### config.mk
export PLATFORM = sky130hd
export DESIGN_NAME = seven_segment_ctrl
export DESIGN_NICKNAME = d
export VERILOG_FILES = /design/src/rtl/seven_seg_pkg.sv /design/src/rtl/seven_seg_decode.sv /design/src/rtl/seven_segment_ctrl.sv
export SDC_FILE = /design/constraint.sdc
export NUM_CORES = 1
export LEC_CHECK = 0
export ABC_CLOCK_PERIOD_IN_PS = 7300
export BUFFER_PORTS_ARGS = -buffer_cell sky130_fd_sc_hd__clkbuf_2
export CAP_MARGIN = 30
export CORE_MARGIN = 8
export CORE_UTILIZATION = 35
export DETAILED_ROUTE_END_ITERATION = 16
export GPL_ROUTABILITY_DRIVEN = 0
export GPL_TIMING_DRIVEN = 0
export PLACE_DENSITY_LB_ADDON = 0.15
export SETUP_SLACK_MARGIN = 0.3
export SYNTH_ARGS = -nofsm -noshare
export SYNTH_HDL_FRONTEND = slang
export SYNTH_HIERARCHICAL = 1
export SYNTH_SLANG_ARGS = --single-unit
export TNS_END_PERCENT = 10
### constraint.sdc
create_clock -name clk_i -period 7.3 [get_ports clk_i]
set_input_delay 1.46 -clock clk_i [delete_from_list [all_inputs] [get_ports clk_i]]
set_output_delay 1.46 -clock clk_i [all_outputs]
set_load 0.02 [all_outputs]
### src/rtl/seven_seg_pkg.sv
// ---------------------------------------------------------------------------
// seven_seg_pkg
//   Shared constants for the seven-segment display controller:
//   display mode codes, active-low glyphs (bit0 = segment a) and the FSM
//   state encoding.
// ---------------------------------------------------------------------------
package seven_seg_pkg;

    // Display mode codes, sampled together with a load request.
    localparam logic [1:0] MODE_STATIC = 2'b00;
    localparam logic [1:0] MODE_BLINK  = 2'b01;
    localparam logic [1:0] MODE_REVEAL = 2'b10;
    localparam logic [1:0] MODE_BLANK  = 2'b11;

    // Active-low glyphs: a segment is lit when its bit is 0.
    localparam logic [6:0] SEG_BLANK = 7'b1111111;
    localparam logic [6:0] SEG_DASH  = 7'b0111111;

    localparam logic [6:0] SEG_DIGIT [10] = '{
        7'b1000000,   // 0
        7'b1111001,   // 1
        7'b0100100,   // 2
        7'b0110000,   // 3
        7'b0011001,   // 4
        7'b0010010,   // 5
        7'b0000010,   // 6
        7'b1111000,   // 7
        7'b0000000,   // 8
        7'b0010000    // 9
    };

    // Controller FSM states.
    typedef enum logic {
        S_SHOW   = 1'b0,
        S_REVEAL = 1'b1
    } state_e;

endpackage : seven_seg_pkg

### src/rtl/seven_seg_decode.sv
// ---------------------------------------------------------------------------
// seven_seg_decode
//   Purely combinational digit-to-glyph decoder.
//   Values 0..9 map to the usual numerals, 10..15 map to a dash. Narrow
//   values are zero-extended to 4 bits before decoding.
//
// Ports
//   value_i  in   DIGIT_W  digit value
//   seg_o    out  7        active-low segments, bit0 = seg a
// ---------------------------------------------------------------------------
module seven_seg_decode
    import seven_seg_pkg::*;
#(
    parameter int DIGIT_W = 3
) (
    input  logic [DIGIT_W-1:0] value_i,
    output logic [6:0]         seg_o
);

    logic [3:0] value_ext;

    assign value_ext = 4'(value_i);

    always_comb begin
        seg_o = SEG_DASH;
        if (value_ext < 4'd10) begin
            seg_o = SEG_DIGIT[value_ext];
        end
    end

endmodule : seven_seg_decode

### src/rtl/seven_segment_ctrl.sv
// ---------------------------------------------------------------------------
// seven_segment_ctrl
//   Registered N-digit seven-segment display controller. New content
//   (digits, blink mask, mode) is latched on an accepted load; each digit is
//   decoded to an active-low glyph, masked according to the display mode and
//   registered before leaving the block, so the display follows a load after
//   two clock edges.
//
//   state    | meaning
//   ---------+------------------------------------------------------------
//   S_SHOW   | idle/display; ready=1; STATIC, BLINK or BLANK rendering
//   S_REVEAL | timed reveal, HEX0 first; ready=0; done pulses on exit
//
// Ports
//   clk_i         in   1             system clock
//   reset_i       in   1             asynchronous, active-high reset
//   load_i        in   1             latch new content (only when ready_o=1)
//   ready_o       out  1             load will be accepted this cycle
//   mode_i        in   2             STATIC/BLINK/REVEAL/BLANK, sampled with load
//   digits_i      in   N*DIGIT_W     digit k = digits_i[k*DIGIT_W +: DIGIT_W]
//   blink_mask_i  in   N             1 = digit k blinks in BLINK mode
//   done_o        out  1             one-cycle pulse when a reveal completes
//   hex_o         out  N*7           digit k segments = hex_o[k*7 +: 7]
// ---------------------------------------------------------------------------
module seven_segment_ctrl
    import seven_seg_pkg::*;
#(
    parameter int NUM_DIGITS = 4,
    parameter int DIGIT_W    = 3,
    parameter int BLINK_DIV  = 12_500_000,
    parameter int REVEAL_DIV = 25_000_000
) (
    input  logic                          clk_i,
    input  logic                          reset_i,
    input  logic                          load_i,
    output logic                          ready_o,
    input  logic [1:0]                    mode_i,
    input  logic [NUM_DIGITS*DIGIT_W-1:0] digits_i,
    input  logic [NUM_DIGITS-1:0]         blink_mask_i,
    output logic                          done_o,
    output logic [NUM_DIGITS*7-1:0]       hex_o
);

    localparam int BLINK_W = $clog2(BLINK_DIV);
    localparam int STEP_W  = $clog2(REVEAL_DIV);
    localparam int IDX_W   = $clog2(NUM_DIGITS + 1);

    localparam logic [BLINK_W-1:0] BLINK_LAST = BLINK_W'(BLINK_DIV - 1);
    localparam logic [STEP_W-1:0]  STEP_LAST  = STEP_W'(REVEAL_DIV - 1);
    localparam logic [IDX_W-1:0]   IDX_LAST   = IDX_W'(NUM_DIGITS - 1);

    state_e                          state_q;
    logic                            ready_q;
    logic                            done_q;
    logic [IDX_W-1:0]                idx_q;
    logic [STEP_W-1:0]               step_q;
    logic [NUM_DIGITS*DIGIT_W-1:0]   digits_q;
    logic [NUM_DIGITS-1:0]           mask_q;
    logic [1:0]                      mode_q;

    logic [BLINK_W-1:0]              blink_cnt_q;
    logic                            phase_on_q;

    logic [NUM_DIGITS*7-1:0]         hex_q;
    logic [NUM_DIGITS*7-1:0]         hex_d;
    logic [NUM_DIGITS-1:0]           show_d;

    logic [6:0]                      glyph [NUM_DIGITS];
    logic                            load_accept;

    assign load_accept = load_i && ready_q;

    // -----------------------------------------------------------------------
    // Control FSM: content latches, reveal sequencing and handshake outputs.
    // -----------------------------------------------------------------------
    always_ff @(posedge clk_i or posedge reset_i) begin
        if (reset_i) begin
            state_q  <= S_SHOW;
            ready_q  <= 1'b1;
            done_q   <= 1'b0;
            idx_q    <= '0;
            step_q   <= '0;
            digits_q <= '0;
            mask_q   <= '0;
            mode_q   <= MODE_BLANK;
        end else begin
            done_q <= 1'b0;
            case (state_q)
                S_SHOW: begin
                    if (load_accept) begin
                        digits_q <= digits_i;
                        mask_q   <= blink_mask_i;
                        mode_q   <= mode_i;
                        if (mode_i == MODE_REVEAL) begin
                            state_q <= S_REVEAL;
                            ready_q <= 1'b0;
                            idx_q   <= '0;
                            step_q  <= '0;
                        end
                    end
                end
                S_REVEAL: begin
                    if (step_q == STEP_LAST) begin
                        step_q <= '0;
                        idx_q  <= idx_q + 1'b1;
                        // Last digit uncovered: hand back to SHOW with the
                        // full code left on the display.
                        if (idx_q == IDX_LAST) begin
                            state_q <= S_SHOW;
                            ready_q <= 1'b1;
                            done_q  <= 1'b1;
                            mode_q  <= MODE_STATIC;
                        end
                    end else begin
                        step_q <= step_q + 1'b1;
                    end
                end
                default: begin
                    state_q <= S_SHOW;
                    ready_q <= 1'b1;
                end
            endcase
        end
    end

    // -----------------------------------------------------------------------
    // Free-running blink timer. An accepted load restarts it in the ON phase,
    // taking priority over a wrap in the same cycle.
    // -----------------------------------------------------------------------
    always_ff @(posedge clk_i or posedge reset_i) begin
        if (reset_i) begin
            blink_cnt_q <= '0;
            phase_on_q  <= 1'b1;
        end else if (load_accept) begin
            blink_cnt_q <= '0;
            phase_on_q  <= 1'b1;
        end else if (blink_cnt_q == BLINK_LAST) begin
            blink_cnt_q <= '0;
            phase_on_q  <= ~phase_on_q;
        end else begin
            blink_cnt_q <= blink_cnt_q + 1'b1;
        end
    end

    // -----------------------------------------------------------------------
    // Per-digit decode.
    // -----------------------------------------------------------------------
    for (genvar k = 0; k < NUM_DIGITS; k++) begin : g_digit
        seven_seg_decode #(
            .DIGIT_W (DIGIT_W)
        ) u_decode (
            .value_i (digits_q[k*DIGIT_W +: DIGIT_W]),
            .seg_o   (glyph[k])
        );
    end

    // -----------------------------------------------------------------------
    // Display masking. During a reveal, idx_q digits are uncovered starting
    // from HEX0 (rightmost) and moving left.
    // -----------------------------------------------------------------------
    always_comb begin
        show_d = '0;
        hex_d  = '1;
        for (int k = 0; k < NUM_DIGITS; k++) begin
            if (state_q == S_REVEAL) begin
                show_d[k] = (k < int'(idx_q));
            end else begin
                case (mode_q)
                    MODE_BLANK: show_d[k] = 1'b0;
                    MODE_BLINK: show_d[k] = !(mask_q[k] && !phase_on_q);
                    default:    show_d[k] = 1'b1;
                endcase
            end
            hex_d[k*7 +: 7] = show_d[k] ? glyph[k] : SEG_BLANK;
        end
    end

    always_ff @(posedge clk_i or posedge reset_i) begin
        if (reset_i) begin
            hex_q <= '1;
        end else begin
            hex_q <= hex_d;
        end
    end

    assign ready_o = ready_q;
    assign done_o  = done_q;
    assign hex_o   = hex_q;

endmodule : seven_segment_ctrl
==> results of run 1 <==
## metrics by stage
| step | hold slack, ns | area (um^2) | setup WS [ns] | util [%] |
|---|---|---|---|---|
| CTS | 0.491 | 6070 | 4.69 | 41.6 |
| floorplan | 0.448 | 5250 | 3.22 | - |
| detailed placement | 0.470 | 5760 | 4.34 | 39.5 |
| finish | 0.489 | 6070 | 4.71 | 41.6 |
| global route | 0.518 | 6070 | 4.62 | 41.6 |
| global placement | 0.471 | 5730 | 1.93 | 39.3 |
## cells by family after synthesis
group	count (synthesis)	share of synthesized area (%)
adders and majority gates	23	5.48
buffers and inverters	43	4.67
AOI/OAI and AO/OA	79	9.65
and+or+nand+nor	201	21.2
DFF	102	49.4
muxes	24	5.34
xor gates and xnor gates	26	4.34
## placed cells by master, fill, tap and decap left out, types with 6 or more instances in the layout
cell and n:
xnor2_1 9, dfstp_2 32, nand3_1 23, xor2_1 17, nor2_1 46, a21o_1 6, ha_1 23, buf_6 9
clkbuf_2 50, o21ai_1 11, a31oi_1 13, nand2_1 38, dfrtp_1 70, mux2_2 16, nor3_1 8, nand4_1 15
and3_1 6, inv_1 19, buf_2 10, a21oi_1 15, clkbuf_16 10, o21ai_0 12, or2_2 28
## cell type report
cell class                 instances  area [um^2]  share of cell area [%]
tap                              184          230                    3.80
clock buffer                      13          282                    4.64
buffer                            22          166                    2.74
timing repair buffer              51          278                    4.58
inverter                          21         81.3                    1.34
multi-input combinational        353         2410                    39.8
clock inverter                     3         22.5                   0.371
sequential                       102         2590                    42.7
## registers in the layout, summed over array words and instances, names as in the netlist
register and flops:
digits_q 12, ready_o 1, phase_on_q 1, blink_cnt_q 24, step_q 25, idx_q 3, mode_q 2, done_o 1
mask_q 4, hex_o 28, state_q 1
## per-layer routing
metal / vias to the layer above / part of all wire, % / GRT usage [%]
met2: 63 / 45 / 17.6
met4: 0 / 1.7 / 5.26
met3: 13 / 3.9 / 2.64
li1: 1849 / - / -
met5: - / 0 / 0
met1: 1751 / 50 / 15.4
## where the power goes
group	total, mW	internal [mW]	switching [mW]
sequential	0.566	0.566	0
combinational	0.0197	0.00571	0.0140
clock	0.487	0.273	0.214
total	1.07	0.845	0.228
## worst max path at each step
stage | slack [ns] | start | depth (start not counted) | end
floorplan | 3.22 | reset_i | 1 | blink_cnt_q[0]$_DFF_PP0_
global placement | 1.93 | reset_i | 2 | step_q[9]$_DFFE_PP0P_
detailed placement | 4.34 | mode_i[0] | 6 | step_q[22]$_DFFE_PP0P_
CTS | 4.69 | ready_o$_DFFE_PP1P_ | 1 | ready_o
global route | 4.62 | mode_i[0] | 6 | step_q[22]$_DFFE_PP0P_
finish | 4.71 | ready_o$_DFFE_PP1P_ | 1 | ready_o
## cell usage after synthesis, types with 9 or more instances
| master | number |
|---|---|
| xnor2_1 | 9 |
| a31oi_1 | 13 |
| ha_1 | 23 |
| buf_2 | 10 |
| nand3_1 | 23 |
| xor2_1 | 17 |
| o21ai_1 | 11 |
| inv_1 | 20 |
| buf_6 | 9 |
| mux2_2 | 16 |
| nand2_1 | 38 |
| nand4_1 | 15 |
| a21oi_1 | 15 |
| nor2_1 | 46 |
| dfrtp_1 | 70 |
| dfstp_2 | 32 |
| or2_2 | 28 |
| o21ai_0 | 12 |
==> out/metrics.csv, run 1 <==
stage;metric;value;unit
outcome;status;finished clean;
global_routing;grt_pass1_vias;3619;
sta;worst_clock_skew;0.00684;ns
synthesis;syn_inst;498;
synthesis;ys_types;62;
layout;drive_gt1_share;33.5;%
setup_path;cp_cell_sequence;clkbuf_2;
global_routing;grt_antenna_before_repair;0;
power;power;1.07;mW
layout;fin_cells;749;
synthesis;synth_area_per_cell;10.5;um^2
synthesis;ys_ff_latch;102;
power;p_leak;2.81;nW
drt;wire_per_inst;14.5;um
hold_path;whs_endpoint;blink_cnt_q[0]$_DFF_PP0_;
global_routing;grtUsageTotal;11.6;%
synthesis;synth.area.top_cells;dfrtp_1 (33%), dfstp_2 (16%), ha_1 (5.5%), mux2_2 (3.4%), or2_2 (3.3%);
sta;final.setup.tns;0;ns
clocking;postCtsHoldBufs;0;
clocking;cts_root_buf;clkbuf_16;
floorplanning;dieArea;0.0192;mm^2
drt;via_per_inst;4.91;
synthesis;yosysTopAreaCell;dfrtp_1;
power;powerDensity;177;mW/mm^2
synthesis;synth_flop_cell;dfrtp_1;
setup_path;r2r_cells;6;
setup_path;timing.rr.start;state_q$_DFF_PP0_;
synthesis;synth-edff-count;0;
drt;drt_wl_total;10.8;mm
hold_path;hp-start;blink_cnt_q[0]$_DFF_PP0_;
floorplanning;core_area;0.0146;mm^2
sta;worst_slew_pin_slew;0.840;ns
drt;antenna_left;0;
clocking;ctsResizeCount;0;
setup_path;endpoint_kind;output port;
sta;slew_viol_final;0;
setup_path;critPathKind;reg2out;
placed_design;portBuffers;50;
setup_path;cp_max_fo;6;
drt;route.vias.total;3676;
power;vdd_drop_max;0.101;mV
setup_path;r2r_slack;5.36;ns
clocking;clk_path_buf_depth;2;
layout;antenna_cells;0;
synthesis;seq_area_frac_synth;49.4;%
drt;drc;0;
placed_design;dp_cells;733;
sta;fin_crit;2.59;ns
global_routing;grt_overflow;0;
job;max-cap-violations;0;
clocking;post_cts_buffers;0;
setup_path;cp_top_family;flip-flops;
floorplanning;io_pins;51;
global_routing;grt_pass1_wl;18.5;mm
setup_path;crit_buf_inv;1;
setup_path;slowest_stage;dfstp_2;
clocking;cts_tree;built;
clocking;cts_sinks;102;
clocking;numCtsBuffers;9;
setup_path;r2r_end;step_q[1]$_DFFE_PP0P_;
sta;rsz0062_at_grt;no;
sta;slew_headroom;43.8;%
setup_path;max_stage_delay;0.59;ns
sta;fmax;0.387;GHz
layout;nFillCells;1434;
setup_path;start_kind;flop;
synthesis;ys_warn_count;6;
layout;nNetsFinal;604;
floorplanning;die_w;138;um
floorplanning;rows;44;
drt;firstDrtPassIters;4;
setup_path;required;5.84;ns
synthesis;synth_nets;542;
hold_path;hold_depth;1;
clocking;path_clk_slew;0.07;ns
sta;final_hold_viol_count;0;
placed_design;dp_hpwl;7.81;mm
synthesis;synth_area;0.00525;mm^2
synthesis;synth_top_area_share;33.4;%
hold_path;hold_path_class;reg2reg;
synthesis;synthArstFlopShare;100;%
floorplanning;die_y;138;um
floorplanning;start_util;36.0;%
global_routing;grt_max_degree;61;
sta;setup_viol;0;
sta;finalCritPeriodShare;35.4;%
layout;area_delta_synth_final;15.5;%
clocking;clock_latency;0.35;ns
clocking;cts_htree_levels;3;
setup_path;arrival;1.13;ns
drt;drt_iter0_markers;186;
Note: power is estimated with default switching activity, not from simulation.
==> inputs of run 2 (changes only) <==
- ABC_CLOCK_PERIOD_IN_PS: 7300 -> 2400
- clock period: 7.3 -> 2.4 ns (I/O delays scaled with it)
==> run 2 against run 1 <==
First-iteration DRC count is 12% higher. Critical path depth is 5 higher. Sequential cell count stayed put. Clock power grew to 2.9 times the previous value. Wire length is 0.56% higher. Total power grew to 3.0 times the previous value. Clock skew is 0.0033 ns higher. Via count is 2.3% higher. Core utilization is 0.094 points higher. Sequential share of layout area is 0.097 points lower. Register-to-register slack worse by 4.9 ns. Highest routed layer unchanged.
==> out/metrics.csv, run 2 (synthesis gave the netlist of run 1 again) <==
stage;metric;value;unit;change
placed_design;dp_cells;735;;+0.27%
sta;rsz0062_at_grt;yes;;
drt;firstDrtPassIters;4;;unchanged
sta;setup_slack;0.466;ns;-4.25 ns
floorplanning;io_pins;51;;unchanged
layout;mostFrequentLayoutCells;dfrtp_1 (70), clkbuf_2 (51), nor2_1 (46);;
setup_path;timing.critical_path.from;blink_cnt_q[0]$_DFF_PP0_;;
sta;final_hold_viol_count;0;;unchanged
power;vdd_drop_max;0.441;mV;+330%
drt;drt_wl_total;10.9;mm;+0.56%
sta;worst_clock_skew;0.0102;ns;+0.00331 ns
global_routing;grt_antenna_before_repair;0;;unchanged
drt;drt_iter0_markers;208;;+12%
layout;multi_input_area;0.00241;mm^2;unchanged
floorplanning;rows;44;;unchanged
clocking;clock_latency;0.35;ns;about the same
clocking;path_clk_slew;0.07;ns;about the same
setup_path;r2r_cells;6;;unchanged
layout;antenna_cells;0;;unchanged
layout;final_common_cell;dfrtp_1;;
global_routing;grt_overflow;0;;unchanged
clocking;numCtsBuffers;9;;unchanged
layout;fin_cells;751;;+0.27%
sta;finalCritPeriodShare;80.6;%;
drt;wire_per_inst;14.5;um;+0.30%
drt;wl_met1;5.32;mm;-0.89%
global_routing;grtUsageTotal;11.7;%;+0.095 points
sta;slew_viol_final;0;;unchanged
drt;wl_met2;4.97;mm;+2.1%
layout;ff_latch_area;0.00259;mm^2;unchanged
drt;route.vias.total;3761;;+2.3%
job;max-cap-violations;0;;unchanged
clocking;post_cts_buffers;0;;unchanged
placed_design;dp_hpwl;8.04;mm;+2.9%
power;p_leak;2.81;nW;about the same
setup_path;endpoint_kind;flop;;
sta;slew_headroom;48.7;%;+4.8 points
layout;largest_register_ff_count;28;;unchanged
setup_path;start_kind;flop;;
sta;worst_slew_pin_slew;0.768;ns;-0.0721 ns
placed_design;portBuffers;50;;unchanged
power;powerDensity;525;mW/mm^2;+200%
setup_path;r2r_end;blink_cnt_q[20]$_DFF_PP0_;;
drt;drc;0;;unchanged
sta;final.setup.tns;0;ns;unchanged
global_routing;grt_pass1_vias;3712;;+2.6%
floorplanning;core_area;0.0146;mm^2;unchanged
sta;fmax;0.517;GHz;
setup_path;required;2.63;ns;-3.21 ns
clocking;cts_tree;built;;
floorplanning;start_util;36.0;%;unchanged
global_routing;grt_max_degree;29;;-52%
placed_design;pre_cts_slack;0.422;ns;-3.92 ns
setup_path;arrival;2.17;ns;+1.04 ns
layout;final_util;41.7;%;+0.094 points
layout;nNetsFinal;606;;+0.33%
drt;antenna_left;0;;unchanged
clocking;cts_htree_levels;3;;unchanged
sta;setup_viol;0;;unchanged
drt;met3_length;404;um;-4.0%
sta;fin_crit;1.93;ns;
sta;timing.hold.ws;0.205;ns;-0.284 ns
outcome;status;finished clean;;
clocking;clk_path_buf_depth;2;;unchanged
clocking;cts_root_buf;clkbuf_16;;
drt;via_per_inst;5.01;;+2.0%
clocking;cts_sinks;102;;unchanged
layout;nFillCells;1417;;-1.2%
setup_path;r2r_slack;0.47;ns;-4.89 ns
floorplanning;dieArea;0.0192;mm^2;unchanged
setup_path;critPathKind;reg2reg;;
setup_path;timing.rr.start;blink_cnt_q[0]$_DFF_PP0_;;
hold_path;hold_path_class;in2async;;
layout;area_delta_synth_final;15.8;%;
global_routing;grt_pass1_wl;18.6;mm;+0.67%
setup_path;cp_max_fo;10;;+4
floorplanning;die_y;138;um;unchanged
layout;drive_gt1_share;33.2;%;-0.29 points
drt;top_layer_used;met4;;
floorplanning;die_w;138;um;unchanged
[run 2: changes by cell type in the layout (fill, tap and decap cells not counted), moves of 2 or more]
cell,previous run,this run
clkbuf_8,2,0
inv_6,2,0
buf_12,0,2
clkbuf_1,2,6
[run 2: per-stage QoR]
step	power, mW	instance area, um^2
after floorplan	1.78	5260
after global placement	1.81	5740
after detailed placement	1.82	5800
after CTS	3.24	6080
after global routing	3.31	6080
final	3.19	6080
[run 2: how the worst max path moves through the flow]
stage,end,cells after the start
4_1_cts,step_q[1]$_DFFE_PP0P_,6
2_1_floorplan,blink_cnt_q[0]$_DFF_PP0_,1
5_1_grt,step_q[13]$_DFFE_PP0P_,7
6_report,blink_cnt_q[20]$_DFF_PP0_,6
3_5_place_dp,step_q[1]$_DFFE_PP0P_,6
3_3_place_gp,step_q[9]$_DFFE_PP0P_,2
[run 2: timing repair]
item / 4_1_cts / 5_1_grt
gates resized for setup: 0 / 1
setup endpoints to repair: 0 / 10
hold endpoints to repair: 0 / 0
hold buffers: 0 / 0
[run 2: critical path, stage by stage (launching register included)]
cell and delay (ns):
dfrtp_1 0.40, ha_1 0.24, nand4_1 0.23, nor4_2 0.41
a21o_1 0.21, buf_2 0.25, nor2_1 0.08
[run 2: per-layer routing]
layer	vias up	global-route usage, %
li1	1864	-
met1	1820	15.1
met2	64	18.4
met3	13	2.74
met4	0	5.03
met5	-	0
[run 2: power by group]
| group | switching, mW | internal, mW | total (mW) | leakage [nW] |
|---|---|---|---|---|
| Combinational | 0.0444 | 0.0238 | 0.0682 | 1.50 |
| Sequential | 0 | 1.72 | 1.72 | 1.18 |
| Clock | 0.629 | 0.771 | 1.40 | 0.134 |
| Total | 0.674 | 2.52 | 3.19 | 2.81 |
[run 2: layout make-up]
cell class,instances,area share (%)
Timing Repair Buffer,53,5.23
Multi-Input combinational cell,353,39.7
Sequential cell,102,42.6
Buffer,22,2.76
Tap cell,184,3.79
Clock inverter,1,0.103
Clock buffer,15,4.42
Inverter,21,1.36
==> inputs of run 3 (changes only) <==
- ABC_CLOCK_PERIOD_IN_PS: 2400 -> 2000
- clock period: 2.4 -> 2 ns (I/O delays scaled with it)
==> run 3 against run 2 <==
Wire length rose by 4.1%. Final cell count rose by 3.6%. Hold slack got worse by 0.078 ns. Clock skew barely moved. Sequential cell count did not move. Register-to-register slack got worse by 0.26 ns. Final area rose by 5.5%. Global-route usage rose by 0.081 points. Critical path depth rose by 2. Maximum frequency rose by 7.5%. Sequential share of layout area fell by 2.2 points. First-iteration DRC count rose by 10%.
==> out/metrics.csv, run 3 (synthesis gave the netlist of run 1 again) <==
stage;metric;value;unit;change
outcome;status;finished clean;;
drt;route.vias.total;3875;;+3.0%
sta;setup_viol;0;;unchanged
sta;finalCritPeriodShare;89.9;%;+9.3 points
drt;drt_wl_total;11.3;mm;+4.1%
power;vdd_drop_max;0.523;mV;+19%
clocking;cts_root_buf;clkbuf_16;;
sta;rsz0062_at_grt;yes;;
global_routing;grt_overflow;0;;unchanged
drt;firstDrtPassIters;4;;unchanged
power;powerDensity;596;mW/mm^2;+14%
sta;worst_slew_pin_slew;0.641;ns;-0.127 ns
global_routing;grt_max_degree;29;;unchanged
hold_path;hold_path_class;in2async;;
setup_path;r2r_slack;0.20;ns;-0.26 ns
power;p_leak;3.00;nW;+6.7%
clocking;clk_path_buf_depth;2;;unchanged
floorplanning;die_y;138;um;unchanged
setup_path;cp_top_family;buffers and inverters;;
sta;fmax;0.556;GHz;+7.5%
drt;drt_iter0_markers;229;;+10%
drt;via_per_inst;4.98;;-0.54%
setup_path;cp_cell_sequence;buf_6, and4_4, and4_4, buf_6, a31oi_4, buf_2, nand2_1, a31oi_1;;
layout;drive_gt1_share;39.1;%;+5.9 points
placed_design;dp_hpwl;8.04;mm;unchanged
layout;area_delta_synth_final;22.2;%;
clocking;cts_tree;built;;
layout;design_area;0.00641;mm^2;+5.5%
sta;timing.hold.ws;0.127;ns;-0.0784 ns
clocking;cts_htree_levels;3;;unchanged
drt;top_layer_used;met4;;
floorplanning;dieArea;0.0192;mm^2;unchanged
layout;final_util;44.0;%;+2.3 points
clocking;numCtsBuffers;9;;unchanged
drt;drc;0;;unchanged
drt;wire_per_inst;14.6;um;+0.45%
layout;largest_register_ff_count;28;;unchanged
setup_path;arrival;2.06;ns;-0.11 ns
setup_path;timing.critical_path.from;step_q[11]$_DFFE_PP0P_;;
setup_path;cp_max_fo;8;;-2
floorplanning;die_w;138;um;unchanged
layout;antenna_cells;0;;unchanged
clocking;cts_sinks;102;;unchanged
sta;fin_crit;1.80;ns;-0.135 ns
setup_path;start_kind;flop;;
placed_design;placed_area;0.00580;mm^2;unchanged
layout;fin_cells;778;;+3.6%
sta;slew_headroom;57.2;%;+8.5 points
global_routing;grtUsageTotal;11.8;%;+0.081 points
setup_path;endpoint_kind;flop;;
sta;slew_viol_final;0;;unchanged
global_routing;grt_antenna_before_repair;0;;unchanged
global_routing;grt_pass1_wl;18.7;mm;+0.45%
clocking;postCtsHoldBufs;0;;unchanged
drt;wl_met1;5.49;mm;+3.3%
setup_path;critPathKind;reg2reg;;
setup_path;slowest_stage;dfrtp_1;;
clocking;clock_latency;0.35;ns;about the same
floorplanning;core_area;0.0146;mm^2;unchanged
floorplanning;start_util;36.0;%;unchanged
clocking;path_clk_slew;0.07;ns;about the same
layout;final_common_cell;dfrtp_1;;
layout;nNetsFinal;633;;+4.5%
placed_design;portBuffers;50;;unchanged
setup_path;timing.rr.start;step_q[11]$_DFFE_PP0P_;;
floorplanning;rows;44;;unchanged
drt;antenna_left;0;;unchanged
floorplanning;io_pins;51;;unchanged
sta;worst_clock_skew;0.00976;ns;-0.000392 ns
placed_design;dp_cells;735;;unchanged
setup_path;crit_buf_inv;3;;+2
setup_path;max_stage_delay;0.37;ns;-0.04 ns
layout;mostFrequentLayoutCells;dfrtp_1 (68), clkbuf_2 (51), nor2_1 (46);;
drt;met3_length;398;um;-1.5%
job;max-cap-violations;0;;unchanged
global_routing;grt_pass1_vias;3732;;+0.54%
setup_path;required;2.26;ns;-0.37 ns
sta;final.setup.tns;0;ns;unchanged
drt;wl_met2;5.25;mm;+5.6%
sta;final_hold_viol_count;0;;unchanged
run 3: layout make-up:
cell class / instances / area [um^2]
fill: 1397 / 8170
sequential: 102 / 2590
multi-input combinational: 353 / 2520
timing repair buffer: 80 / 522
clock buffer: 15 / 269
tap: 184 / 230
buffer: 22 / 186
inverter: 21 / 82.6
clock inverter: 1 / 6.26
run 3: stage by stage:
| stage | power, mW | setup slack [ns] |
|---|---|---|
| after global routing | 3.97 | 0.110 |
| after floorplan | 2.13 | 0.336 |
| after global placement | 2.17 | -0.344 |
| after detailed placement | 2.19 | 0.0225 |
| after CTS | 3.89 | 0.175 |
| final | 3.82 | 0.202 |
run 3: what timing repair did:
item                                    in CTS  in global routing
buffers inserted                             6                 18
endpoints found under the setup margin      66                 85
gates cloned                                 1                  2
gates resized for setup                     13                 23
pin swaps                                    3                  8
run 3: power breakdown:
| part | total, mW | leakage, nW | switching, mW | internal, mW |
|---|---|---|---|---|
| combinational | 0.0820 | 1.69 | 0.0534 | 0.0286 |
| clock | 1.68 | 0.134 | 0.751 | 0.925 |
| sequential | 2.07 | 1.18 | 0 | 2.07 |
run 3: worst paths after layout:
kind | end | cells after the start
worst max-delay path | step_q[7]$_DFFE_PP0P_ | 8
worst min-delay path | blink_cnt_q[7]$_DFF_PP0_ | 2
worst max register to register | step_q[7]$_DFFE_PP0P_ | 8
worst min register to register | mode_q[0]$_DFFE_PP1P_ | 2
max in group asynchronous | step_q[7]$_DFFE_PP0P_ | 5
min in group clk_i | mode_q[0]$_DFFE_PP1P_ | 3
run 3: routing by layer:
layer	vias up	global-route usage, %
met1	1886	15.3
met4	0	5.03
li1	1915	-
met3	13	2.74
met5	-	0
met2	61	18.5
